==> config.mk <==
export PLATFORM = sky130hd
export DESIGN_NAME = wb_port_arbiter_flat
export DESIGN_NICKNAME = d
export VERILOG_FILES = /design/src/rtl/wb_pkg.sv /design/src/rtl/wb_port_arbiter_if.sv /design/src/rtl/wb_fifo.sv /design/src/rtl/wb_port_arbiter.sv /design/src/flat_wrapper.sv
export SDC_FILE = /design/constraint.sdc
export NUM_CORES = 1
export LEC_CHECK = 0
export BUFFER_PORTS_ARGS = -buffer_cell sky130_fd_sc_hd__buf_2
export CAP_MARGIN = 20
export CORE_ASPECT_RATIO = 1.4
export CORE_MARGIN = 4
export CORE_UTILIZATION = 50
export DETAILED_ROUTE_END_ITERATION = 7
export MAX_ROUTING_LAYER = met4
export PLACE_DENSITY = 0.84
export SLEW_MARGIN = 10
export SYNTH_ARGS = -nofsm -noshare
export SYNTH_HDL_FRONTEND = slang
export SYNTH_SLANG_ARGS = --single-unit
==> constraint.sdc <==
create_clock -name clk -period 2.6 [get_ports clk]
set_input_delay 0.26 -clock clk [delete_from_list [all_inputs] [get_ports clk]]
set_output_delay 0.26 -clock clk [all_outputs]
set_load 0.02 [all_outputs]
==> src/rtl/wb_pkg.sv <==
// Shared types and sizes for the register-file write-port arbiter.
package wb_pkg;

  localparam int DATA_W     = 64;
  localparam int REG_ADDR_W = 5;
  localparam int NUM_REGS   = 32;

  typedef struct packed {
    logic [REG_ADDR_W-1:0] dst;
    logic [DATA_W-1:0]     data;
  } wb_entry_t;

endpackage

==> src/rtl/wb_port_arbiter_if.sv <==
// Write-side bus between the pipeline/long-latency producers and the arbiter.
interface wb_port_arbiter_if #(
  parameter int DATA_W     = wb_pkg::DATA_W,
  parameter int ADDR_W     = wb_pkg::REG_ADDR_W,
  parameter int FIFO_DEPTH = 4
);
  localparam int CNT_W = $clog2(FIFO_DEPTH) + 1;

  logic                        pipe_valid;
  logic [ADDR_W-1:0]           pipe_dst;
  logic [DATA_W-1:0]           pipe_data;
  logic                        lu_valid;
  logic                        lu_ready;
  logic [ADDR_W-1:0]           lu_dst;
  logic [DATA_W-1:0]           lu_data;
  logic                        issue_valid;
  logic [ADDR_W-1:0]           issue_dst;
  logic [wb_pkg::NUM_REGS-1:0] busy_vec;
  logic                        regwrite_wb;
  logic [ADDR_W-1:0]           dst_wb;
  logic [DATA_W-1:0]           regwd_wb;
  logic [CNT_W-1:0]            fifo_count;

  modport master (
    output pipe_valid, pipe_dst, pipe_data,
    output lu_valid, lu_dst, lu_data,
    output issue_valid, issue_dst,
    input  lu_ready, busy_vec, regwrite_wb, dst_wb, regwd_wb, fifo_count
  );

  modport slave (
    input  pipe_valid, pipe_dst, pipe_data,
    input  lu_valid, lu_dst, lu_data,
    input  issue_valid, issue_dst,
    output lu_ready, busy_vec, regwrite_wb, dst_wb, regwd_wb, fifo_count
  );

endinterface

==> src/rtl/wb_fifo.sv <==
// Small synchronous FIFO buffering long-latency results until the write port is free.
module wb_fifo
  import wb_pkg::*;
#(
  parameter int FIFO_DEPTH = 4
) (
  input  logic                        clk,
  input  logic                        rstn,
  input  logic                        push,
  input  logic                        pop,
  input  wb_entry_t                   din,
  output wb_entry_t                   dout,
  output logic [$clog2(FIFO_DEPTH):0] count,
  output logic                        full,
  output logic                        empty
);
  localparam int PTR_W = $clog2(FIFO_DEPTH);

  wb_entry_t        mem_q [FIFO_DEPTH];
  logic [PTR_W-1:0] wr_ptr_q, rd_ptr_q;
  logic [PTR_W:0]   count_q;
  logic             do_push, do_pop;

  assign full    = (count_q == (PTR_W+1)'(FIFO_DEPTH));
  assign empty   = (count_q == '0);
  assign do_push = push & ~full;
  assign do_pop  = pop & ~empty;
  assign dout    = mem_q[rd_ptr_q];
  assign count   = count_q;

  always_ff @(posedge clk) begin
    if (do_push) mem_q[wr_ptr_q] <= din;
  end

  // Power-of-two depth lets the binary pointers wrap for free.
  always_ff @(posedge clk or negedge rstn) begin
    if (!rstn) begin
      wr_ptr_q <= '0;
      rd_ptr_q <= '0;
      count_q  <= '0;
    end else begin
      if (do_push) wr_ptr_q <= wr_ptr_q + PTR_W'(1);
      if (do_pop)  rd_ptr_q <= rd_ptr_q + PTR_W'(1);
      case ({do_push, do_pop})
        2'b10:   count_q <= count_q + (PTR_W+1)'(1);
        2'b01:   count_q <= count_q - (PTR_W+1)'(1);
        default: count_q <= count_q;
      endcase
    end
  end

endmodule

==> src/rtl/wb_port_arbiter.sv <==
// Merges pipeline WB and long-latency results onto one register-file write port.
// Define WB_FIFO_BYPASS_EN to let an lu result skip the empty FIFO (1-cycle latency).
module wb_port_arbiter
  import wb_pkg::*;
#(
  parameter int DATA_W     = wb_pkg::DATA_W,
  parameter int ADDR_W     = wb_pkg::REG_ADDR_W,
  parameter int FIFO_DEPTH = 4
) (
  input logic              clk,
  input logic              rstn,
  wb_port_arbiter_if.slave bus
);
  localparam int CNT_W = $clog2(FIFO_DEPTH) + 1;

  wb_entry_t         fifo_din, fifo_dout;
  logic              fifo_push, fifo_pop, fifo_full, fifo_empty;
  logic [CNT_W-1:0]  fifo_count;
  logic              lu_accept, bypass;

  logic              regwrite_q, regwrite_d;
  logic [ADDR_W-1:0] dst_q, dst_d;
  logic [DATA_W-1:0] regwd_q, regwd_d;
  logic [NUM_REGS-1:0] busy_q, busy_d;

  assign bus.lu_ready = rstn & ~fifo_full;
  assign lu_accept    = bus.lu_valid & bus.lu_ready;

`ifdef WB_FIFO_BYPASS_EN
  assign bypass = lu_accept & fifo_empty & ~bus.pipe_valid;
`else
  assign bypass = 1'b0;
`endif

  assign fifo_push = lu_accept & ~bypass;
  assign fifo_pop  = ~bus.pipe_valid & ~fifo_empty;
  assign fifo_din  = '{dst: bus.lu_dst, data: bus.lu_data};

  wb_fifo #(.FIFO_DEPTH(FIFO_DEPTH)) u_fifo (
    .clk   (clk),
    .rstn  (rstn),
    .push  (fifo_push),
    .pop   (fifo_pop),
    .din   (fifo_din),
    .dout  (fifo_dout),
    .count (fifo_count),
    .full  (fifo_full),
    .empty (fifo_empty)
  );

  // Pipeline always wins; busy set is applied last so a fresh issue outlives a same-cycle clear.
  always_comb begin
    regwrite_d = 1'b0;
    dst_d      = dst_q;
    regwd_d    = regwd_q;
    busy_d     = busy_q;
    if (bus.pipe_valid) begin
      regwrite_d = 1'b1;
      dst_d      = bus.pipe_dst;
      regwd_d    = bus.pipe_data;
    end else if (fifo_pop) begin
      regwrite_d             = (fifo_dout.dst != '0);
      dst_d                  = fifo_dout.dst;
      regwd_d                = fifo_dout.data;
      busy_d[fifo_dout.dst]  = 1'b0;
    end else if (bypass) begin
      regwrite_d          = (bus.lu_dst != '0);
      dst_d               = bus.lu_dst;
      regwd_d             = bus.lu_data;
      busy_d[bus.lu_dst]  = 1'b0;
    end
    if (bus.issue_valid && (bus.issue_dst != '0)) busy_d[bus.issue_dst] = 1'b1;
  end

  always_ff @(posedge clk or negedge rstn) begin
    if (!rstn) begin
      regwrite_q <= 1'b0;
      dst_q      <= '0;
      regwd_q    <= '0;
      busy_q     <= '0;
    end else begin
      regwrite_q <= regwrite_d;
      dst_q      <= dst_d;
      regwd_q    <= regwd_d;
      busy_q     <= busy_d;
    end
  end

  assign bus.regwrite_wb = regwrite_q;
  assign bus.dst_wb      = dst_q;
  assign bus.regwd_wb    = regwd_q;
  assign bus.busy_vec    = busy_q;
  assign bus.fifo_count  = fifo_count;

endmodule

==> src/flat_wrapper.sv <==
// flat-port wrapper written by rule: the top's interface ports become plain ports
module wb_port_arbiter_flat import wb_pkg::*;
#(
  parameter int DATA_W     = wb_pkg::DATA_W,
  parameter int ADDR_W     = wb_pkg::REG_ADDR_W,
  parameter int FIFO_DEPTH = 4
)
  (clk, rstn, bus_pipe_valid, bus_pipe_dst, bus_pipe_data, bus_lu_valid, bus_lu_dst, bus_lu_data, bus_issue_valid, bus_issue_dst, bus_lu_ready, bus_busy_vec, bus_regwrite_wb, bus_dst_wb, bus_regwd_wb, bus_fifo_count);
  wb_port_arbiter_if #(.DATA_W(DATA_W), .ADDR_W(ADDR_W), .FIFO_DEPTH(FIFO_DEPTH)) bus_i ();
  input logic clk;
  input logic rstn;
  input wire logic [$bits(bus_i.pipe_valid)-1:0] bus_pipe_valid;
  input wire logic [$bits(bus_i.pipe_dst)-1:0] bus_pipe_dst;
  input wire logic [$bits(bus_i.pipe_data)-1:0] bus_pipe_data;
  input wire logic [$bits(bus_i.lu_valid)-1:0] bus_lu_valid;
  input wire logic [$bits(bus_i.lu_dst)-1:0] bus_lu_dst;
  input wire logic [$bits(bus_i.lu_data)-1:0] bus_lu_data;
  input wire logic [$bits(bus_i.issue_valid)-1:0] bus_issue_valid;
  input wire logic [$bits(bus_i.issue_dst)-1:0] bus_issue_dst;
  output wire logic [$bits(bus_i.lu_ready)-1:0] bus_lu_ready;
  output wire logic [$bits(bus_i.busy_vec)-1:0] bus_busy_vec;
  output wire logic [$bits(bus_i.regwrite_wb)-1:0] bus_regwrite_wb;
  output wire logic [$bits(bus_i.dst_wb)-1:0] bus_dst_wb;
  output wire logic [$bits(bus_i.regwd_wb)-1:0] bus_regwd_wb;
  output wire logic [$bits(bus_i.fifo_count)-1:0] bus_fifo_count;
  assign bus_i.pipe_valid = bus_pipe_valid;
  assign bus_i.pipe_dst = bus_pipe_dst;
  assign bus_i.pipe_data = bus_pipe_data;
  assign bus_i.lu_valid = bus_lu_valid;
  assign bus_i.lu_dst = bus_lu_dst;
  assign bus_i.lu_data = bus_lu_data;
  assign bus_i.issue_valid = bus_issue_valid;
  assign bus_i.issue_dst = bus_issue_dst;
  assign bus_lu_ready = bus_i.lu_ready;
  assign bus_busy_vec = bus_i.busy_vec;
  assign bus_regwrite_wb = bus_i.regwrite_wb;
  assign bus_dst_wb = bus_i.dst_wb;
  assign bus_regwd_wb = bus_i.regwd_wb;
  assign bus_fifo_count = bus_i.fifo_count;
  wb_port_arbiter #(.DATA_W(DATA_W), .ADDR_W(ADDR_W), .FIFO_DEPTH(FIFO_DEPTH)) u_core (.clk(clk), .rstn(rstn), .bus(bus_i));
endmodule
## Yosys cells after proc, flatten, opt, wreduce, memory -nomap -nowiden

Memory sizes are Yosys's and may differ from the RTL's.
Index checks and enable logic that the tools add are counted.
W data, S select, Z words.

| storage, ports and cells | value |
|---|---|
| flip-flop bits (word level) | 109 |
| latch bits | 0 |
| RAM bits | 276 |
| bits in read-only memories | 0 |
| bits of input ports | 148 |
| word-level logic and storage cells | 54 |
| memories | 1 |

Memories:

| name | depth | bits a word | read ports | clocked after memory_dff | wr ports | RTL line | source |
|---|---|---|---|---|---|---|---|
| u_core.u_fifo.mem_q | 4 | 69 | 1 | 0 | 1 | wb_fifo.sv:19 | `wb_entry_t mem_q [FIFO_DEPTH];` |

| operators by class | value |
|---|---|
| add/sub/neg operators | 4 |
| multipliers | 0 |
| div/mod/pow operators | 0 |
| magnitude comparators | 4 |
| equal/unequal tests | 3 |
| shifts and indexed selects | 0 |
| multiplexer cells | 16 |
| bitwise operators | 11 |
| reductions and logical operators | 8 |

Operator list:

| operator | count |
|---|---|
| $mux W64 | 2 |
| $mux W32 | 3 |
| $and A32 B32 Y32 | 1 |
| $not A32 Y32 | 1 |
| $or A32 B32 Y32 | 1 |
| $lt A5 B6 Y1 const B | 2 |
| $demux W1 S5 | 2 |
| $ge A5 B1 Y1 const B | 2 |
| $mux W5 | 2 |
| $reduce_bool A5 Y1 | 2 |
| $mux W1 | 6 |
| $pmux W3 S2 | 1 |
| $and A1 B1 Y1 | 5 |
| $add A2 B1 Y2 const B | 2 |
| $reduce_bool A2 Y1 | 2 |
| $add A3 B1 Y3 const B | 1 |
| $eq A3 B3 Y1 const B | 1 |
| $logic_and A1 B1 Y1 | 3 |
| $logic_not A3 Y1 | 1 |
| $not A1 Y1 | 3 |
| $sub A3 B1 Y3 const B | 1 |
| $eq A2 B1 Y1 const B | 1 |
| $eq A2 B2 Y1 const B | 1 |

## Longest topological paths before layout

An unclocked memory read counts as a cell.

| logic depth | value |
|---|---|
| word-level depth | 11 |
| mapped depth | 10 |
| depth with buffers taken out | 10 |

## Modules after synthesis

Synthesis repeated with hierarchy kept, for this count alone.

| second synthesis, totals | value |
|---|---|
| cell total of the unflattened synthesis | 831 |
| area total of the unflattened synthesis | 14,989.4 um^2 |

Modules (own cells, without submodules):

| module | instances | cells each | area each (um^2) | sequential area each (um^2) |
|---|---|---|---|---|
| wb_fifo | 1 | 398 | 10,457.5 | 8,463.1 |
| wb_port_arbiter | 1 | 433 | 4,531.8 | 2,552.4 |

## Least setup slack after synthesis

No wires, ideal clock.

| timing | value |
|---|---|
| kind | flip-flop to flip-flop |
| from | register u_core.u_fifo.count_q[0], in the netlist u_core.u_fifo.count[0] |
| to | memory u_core.u_fifo.mem_q[0][0] (netlist name) (enable) |
| setup time | 0.435 ns |
| arrival time | 2.950 ns |
| setup slack | -0.785 ns |
| stages on the path, launching flop included | 4 |
| path buffers | 0 |
| period minus slack after synthesis | 3.385 ns |
| cell sequence | dfrtp_1 inv_1 a31oi_1 and3_1 |

| on the way | value |
|---|---|
| longest elaborated chain between the ends | 7 |

RTL lines:

| element | RTL line | source |
|---|---|---|
| start: declaration | wb_fifo.sv:21 | `logic [PTR_W:0] count_q;` |
| start signal: assignment | wb_fifo.sv:45 | `2'b10: count_q <= count_q + (PTR_W+1)'(1);` |
| start signal: assignment | wb_fifo.sv:46 | `2'b01: count_q <= count_q - (PTR_W+1)'(1);` |
| start signal: assignment | wb_fifo.sv:47 | `default: count_q <= count_q;` |
| $eq A3 B3 Y1 | wb_fifo.sv:24 | `assign full = (count_q == (PTR_W+1)'(FIFO_DEPTH));` |
| $not A1 Y1 | wb_port_arbiter.sv:26 | `assign bus.lu_ready = rstn & ~fifo_full;` |
| $and A1 B1 Y1 | wb_port_arbiter.sv:26 |  |
| via bus_lu_ready | flat_wrapper.sv:20 | `output wire logic [$bits(bus_i.lu_ready)-1:0] bus_lu_ready;` |
| $and A1 B1 Y1 | wb_port_arbiter.sv:27 | `assign lu_accept = bus.lu_valid & bus.lu_ready;` |
| $and A1 B1 Y1 | wb_fifo.sv:26 | `assign do_push = push & ~full;` |
| $mux W1 | wb_fifo.sv:32 | `if (do_push) mem_q[wr_ptr_q] <= din;` |
| $mux W1 (not written as such) | wb_fifo.sv:32 |  |
| end: declaration | wb_fifo.sv:19 |  |

The timed path passes the listed nets, and every way through them passes these cells.

## Worst setup path after layout

| timing | value |
|---|---|
| from | register u_core.u_fifo.count_q[0], in the netlist u_core.u_fifo.count[0] |
| to | register u_core.regwd_q[14], in the netlist u_core.bus.regwd_wb[14] |

| on the way | value |
|---|---|
| longest elaborated chain between the ends | 4 |

RTL lines:

| element | RTL line | source |
|---|---|---|
| $logic_not A3 Y1 | wb_fifo.sv:25 | `assign empty = (count_q == '0);` |
| $not A1 Y1 | wb_port_arbiter.sv:36 | `assign fifo_pop = ~bus.pipe_valid & ~fifo_empty;` |
| $and A1 B1 Y1 | wb_port_arbiter.sv:36 |  |
| $reduce_bool A2 Y1 (no line) | -- |  |
| end signal: assignment | wb_port_arbiter.sv:84 | `regwd_q <= regwd_d;` |
| end: declaration | wb_port_arbiter.sv:23 | `logic [DATA_W-1:0] regwd_q, regwd_d;` |

Every way passes these cells.
A chain may end at the register's enable or synchronous reset.

==> metrics <==
via count 9225; number of synthesized register bits 385; count of pins over their slew limit 0; CTS tree done; Final setup violation count 0; crit end category flip-flop; RSZ-0062 raised after global routing false; initial core utilization 0.5094; number of synthesized flops with an enable pin 276; core area 29260 um2; post-layout min period 2.217 ns; Yosys cell types 33; GR Overflow Total 0; fmax 451.0 MHz; HPWL after DPL 21210 um; cell area after synthesis 14900 um2; worst slew pin tran 0.7988 ns; DRT Wirelength 36610 um; fin nets 1417; Yosys warnings 0; Seq/Total Area, Yosys 0.7391; Worst-Skew Late Latency 0.52 ns; Setup TNS Final 0 ns; synthesized instance count 859; Avg Inst Size Synth 17.35 um2; area leader, netlist edfxtp_1; Tcrit/Tclk final 0.8527; status finished, final reports clean; Ports 254; Worst Clk Skew 0.01361 ns; post-route cell area 19240 um2; Reg-to-Reg Start u_core.u_fifo.count[0]$_DFFE_PN0P_; CP top delay family buffers and inverters; Max Buffers Root-to-Sink 3; Layout Area Growth over Synthesis 29.11%; gr usage total 0.2327; fill cell count 1933; Final Hold Viols 0; Slew HR 0.4675; dominant cell by count in the synthesized netlist edfxtp_1; height of the die 212.3 um; critical path cell sequence nor3_2, buf_4, buf_4, mux2i_1, o21ai_0; crit-path most repeated cell buf_4; Worst EP arrival 2.57 ns; top cells by instance count after synthesis edfxtp_1, nand2_1, dfrtp_1; H-Tree Depth 2; Hold-fix buffers, CTS 139; CP max-delay cell buf_4; drt via density 5.507; first-pass GRT wire length 57080 um; worst-case hold slack 0.1562 ns; reg-to-reg setup timing slack 0.38 ns; Iteration-0 DRC Markers 659; critical path type flip-flop to flip-flop; Clock transition at path regs 0.07 ns; cts repair resizes 0; row cnt 74; die area 32670 um2; total CTS buffers 36; initial antenna violation count 4; hold_sp bus_issue_dst[1]; Root Driver clkbuf_16; DRT antenna net count 0; CP peak stage delay 0.47 ns; share of layout cells above drive strength 1 0.3114; routability cong. 0.8416; Hold Crit Depth 4; CTS sink count 385; Synth Flop Type edfxtp_1; DRT Pass-1 Iters 5; DR DRC count 0; Area after DPL 16690 um2; FF-to-FF path depth 5; Setup crit start kind flip-flop; top cell type's share of synthesized area 0.5561; maxcap violations 0; Die W 153.9 um; worst r2r dst u_core.bus.regwd_wb[14]$_DFFE_PN0P_; Post-CTS Setup Inserts 0; CP Data Required Time 2.95 ns; top cells by area, synth edfxtp_1, dfrtp_1, mux4_2; Pwr Density 1017 nW/um2; Hold Path End u_core.bus.busy_vec[1]$_DFF_PN0_; Buf/Inv on CP 2; fin cells 1675; hold crit path type input port to flip-flop; worst vdd ir 0.6823 mV; vias in the first global route 10152; Leakage 7.357 nW; Synth Net Count 1013; largest fanout on the critical path 27; largest net degree at the start of global routing 70; Async S/R FF share, synth 0.2831; port buffer count 253; wire length per cell after detailed routing 21.86 um; placed cell count 1466
## routing by layer
layer	global-route usage	routed length, um	vias to the layer above
li1	-	-	4097
met1	0.2686	13370	4673
met2	0.4189	20090	368
met3	0.03625	2031	87
met4	0.07526	1122	0
met5	-	0	-
## cells in the final DEF, fill, tap and decap left out, drive strengths merged, types with 3 or more instances in the layout
cell           n
nor3b          4
nor3           3
bufinv         3
dfrtp        109
mux2i         70
o21ai        100
inv            9
edfxtp       276
ha             5
clkbuf        51
mux4          69
xor2           3
nand2        134
clkinv        10
nor2           4
and3b          3
diode          4
dlygate4sd3  139
or3b           3
and3           6
buf          272
xnor2          3
## where the power goes
group | switching [W] | total [W] | internal, W
clock network | 0.00220 | 0.00518 | 0.00298
registers | 0.000596 | 0.00837 | 0.00777
logic | 0.00346 | 0.00603 | 0.00256
## worst register-to-register path, cell delays in order, from the launching register on
cell,delay [ns]
dfrtp_1,0.42
nor3_2,0.23
buf_4,0.46
buf_4,0.47
mux2i_1,0.30
o21ai_0,0.17
## cell families (layout without fill, tap and decap cells)
group / count (synthesis) / after routing / synth area share
adder cells (fa/ha/maj): 6 / 6 / 0.005541
multiplexers: 140 / 140 / 0.1520
flip-flops: 385 / 385 / 0.7391
AO/OA/AOI/OAI: 103 / 103 / 0.03501
buffers and inverters: 52 / 484 / 0.01519
AND/OR/NAND/NOR: 167 / 167 / 0.04961
XOR/XNOR: 6 / 6 / 0.003527
other: 0 / 4 / 0
## layout make-up
type	instances	area (um2)	area share
clock inverters	15	160.2	0.008323
flip-flops and latches	385	11020	0.5729
clock buffers	51	992.2	0.05156
diodes	4	10.01	0.0005202
well taps	380	475.5	0.02471
inverters	7	26.28	0.001365
multi-input cells	422	3687	0.1916
repair buffers	411	2868	0.1490
## state kept, by name, summed over array words and instances (netlist names)
name                    cells
u_core.bus.busy_vec        32
u_core.bus.regwd_wb        64
u_core.u_fifo.count         3
u_core.u_fifo.wr_ptr_q      2
u_core.bus.dst_wb           5
u_core.u_fifo.mem_q       276
u_core.u_fifo.rd_ptr_q      2
u_core.bus.regwrite_wb      1
## how the worst max path moves through the flow
| stage | from | slack (ns) | endpoint | cells after the start |
|---|---|---|---|---|
| after floorplan | u_core.u_fifo.count[0]$_DFFE_PN0P_ | -0.03 | u_core.u_fifo.mem_q[0][0]$_DFFE_PP_ | 3 |
| after global placement | u_core.u_fifo.rd_ptr_q[0]$_DFFE_PN0P_ | 0.48 | u_core.bus.busy_vec[4]$_DFF_PN0_ | 4 |
| after detailed placement | u_core.u_fifo.count[0]$_DFFE_PN0P_ | 0.44 | u_core.bus.regwd_wb[0]$_DFFE_PN0P_ | 5 |
| after CTS | u_core.u_fifo.count[0]$_DFFE_PN0P_ | 0.42 | u_core.bus.regwd_wb[10]$_DFFE_PN0P_ | 5 |
| after global routing | u_core.u_fifo.count[0]$_DFFE_PN0P_ | 0.24 | u_core.bus.regwd_wb[14]$_DFFE_PN0P_ | 5 |
| final | u_core.u_fifo.count[0]$_DFFE_PN0P_ | 0.38 | u_core.bus.regwd_wb[14]$_DFFE_PN0P_ | 5 |
## stage by stage
stage / total power [W] / util / setup WS (ns)
finish: 0.01957 / 0.6577 / 0.3829
global route: 0.02049 / 0.6577 / 0.2370
CTS: 0.01963 / 0.6573 / 0.4170
detailed placement: 0.01426 / 0.5704 / 0.4365
global placement: 0.01408 / 0.5704 / 0.4815
floorplan: 0.01229 / - / -0.02644
Note: power is estimated with default switching activity, not from simulation.
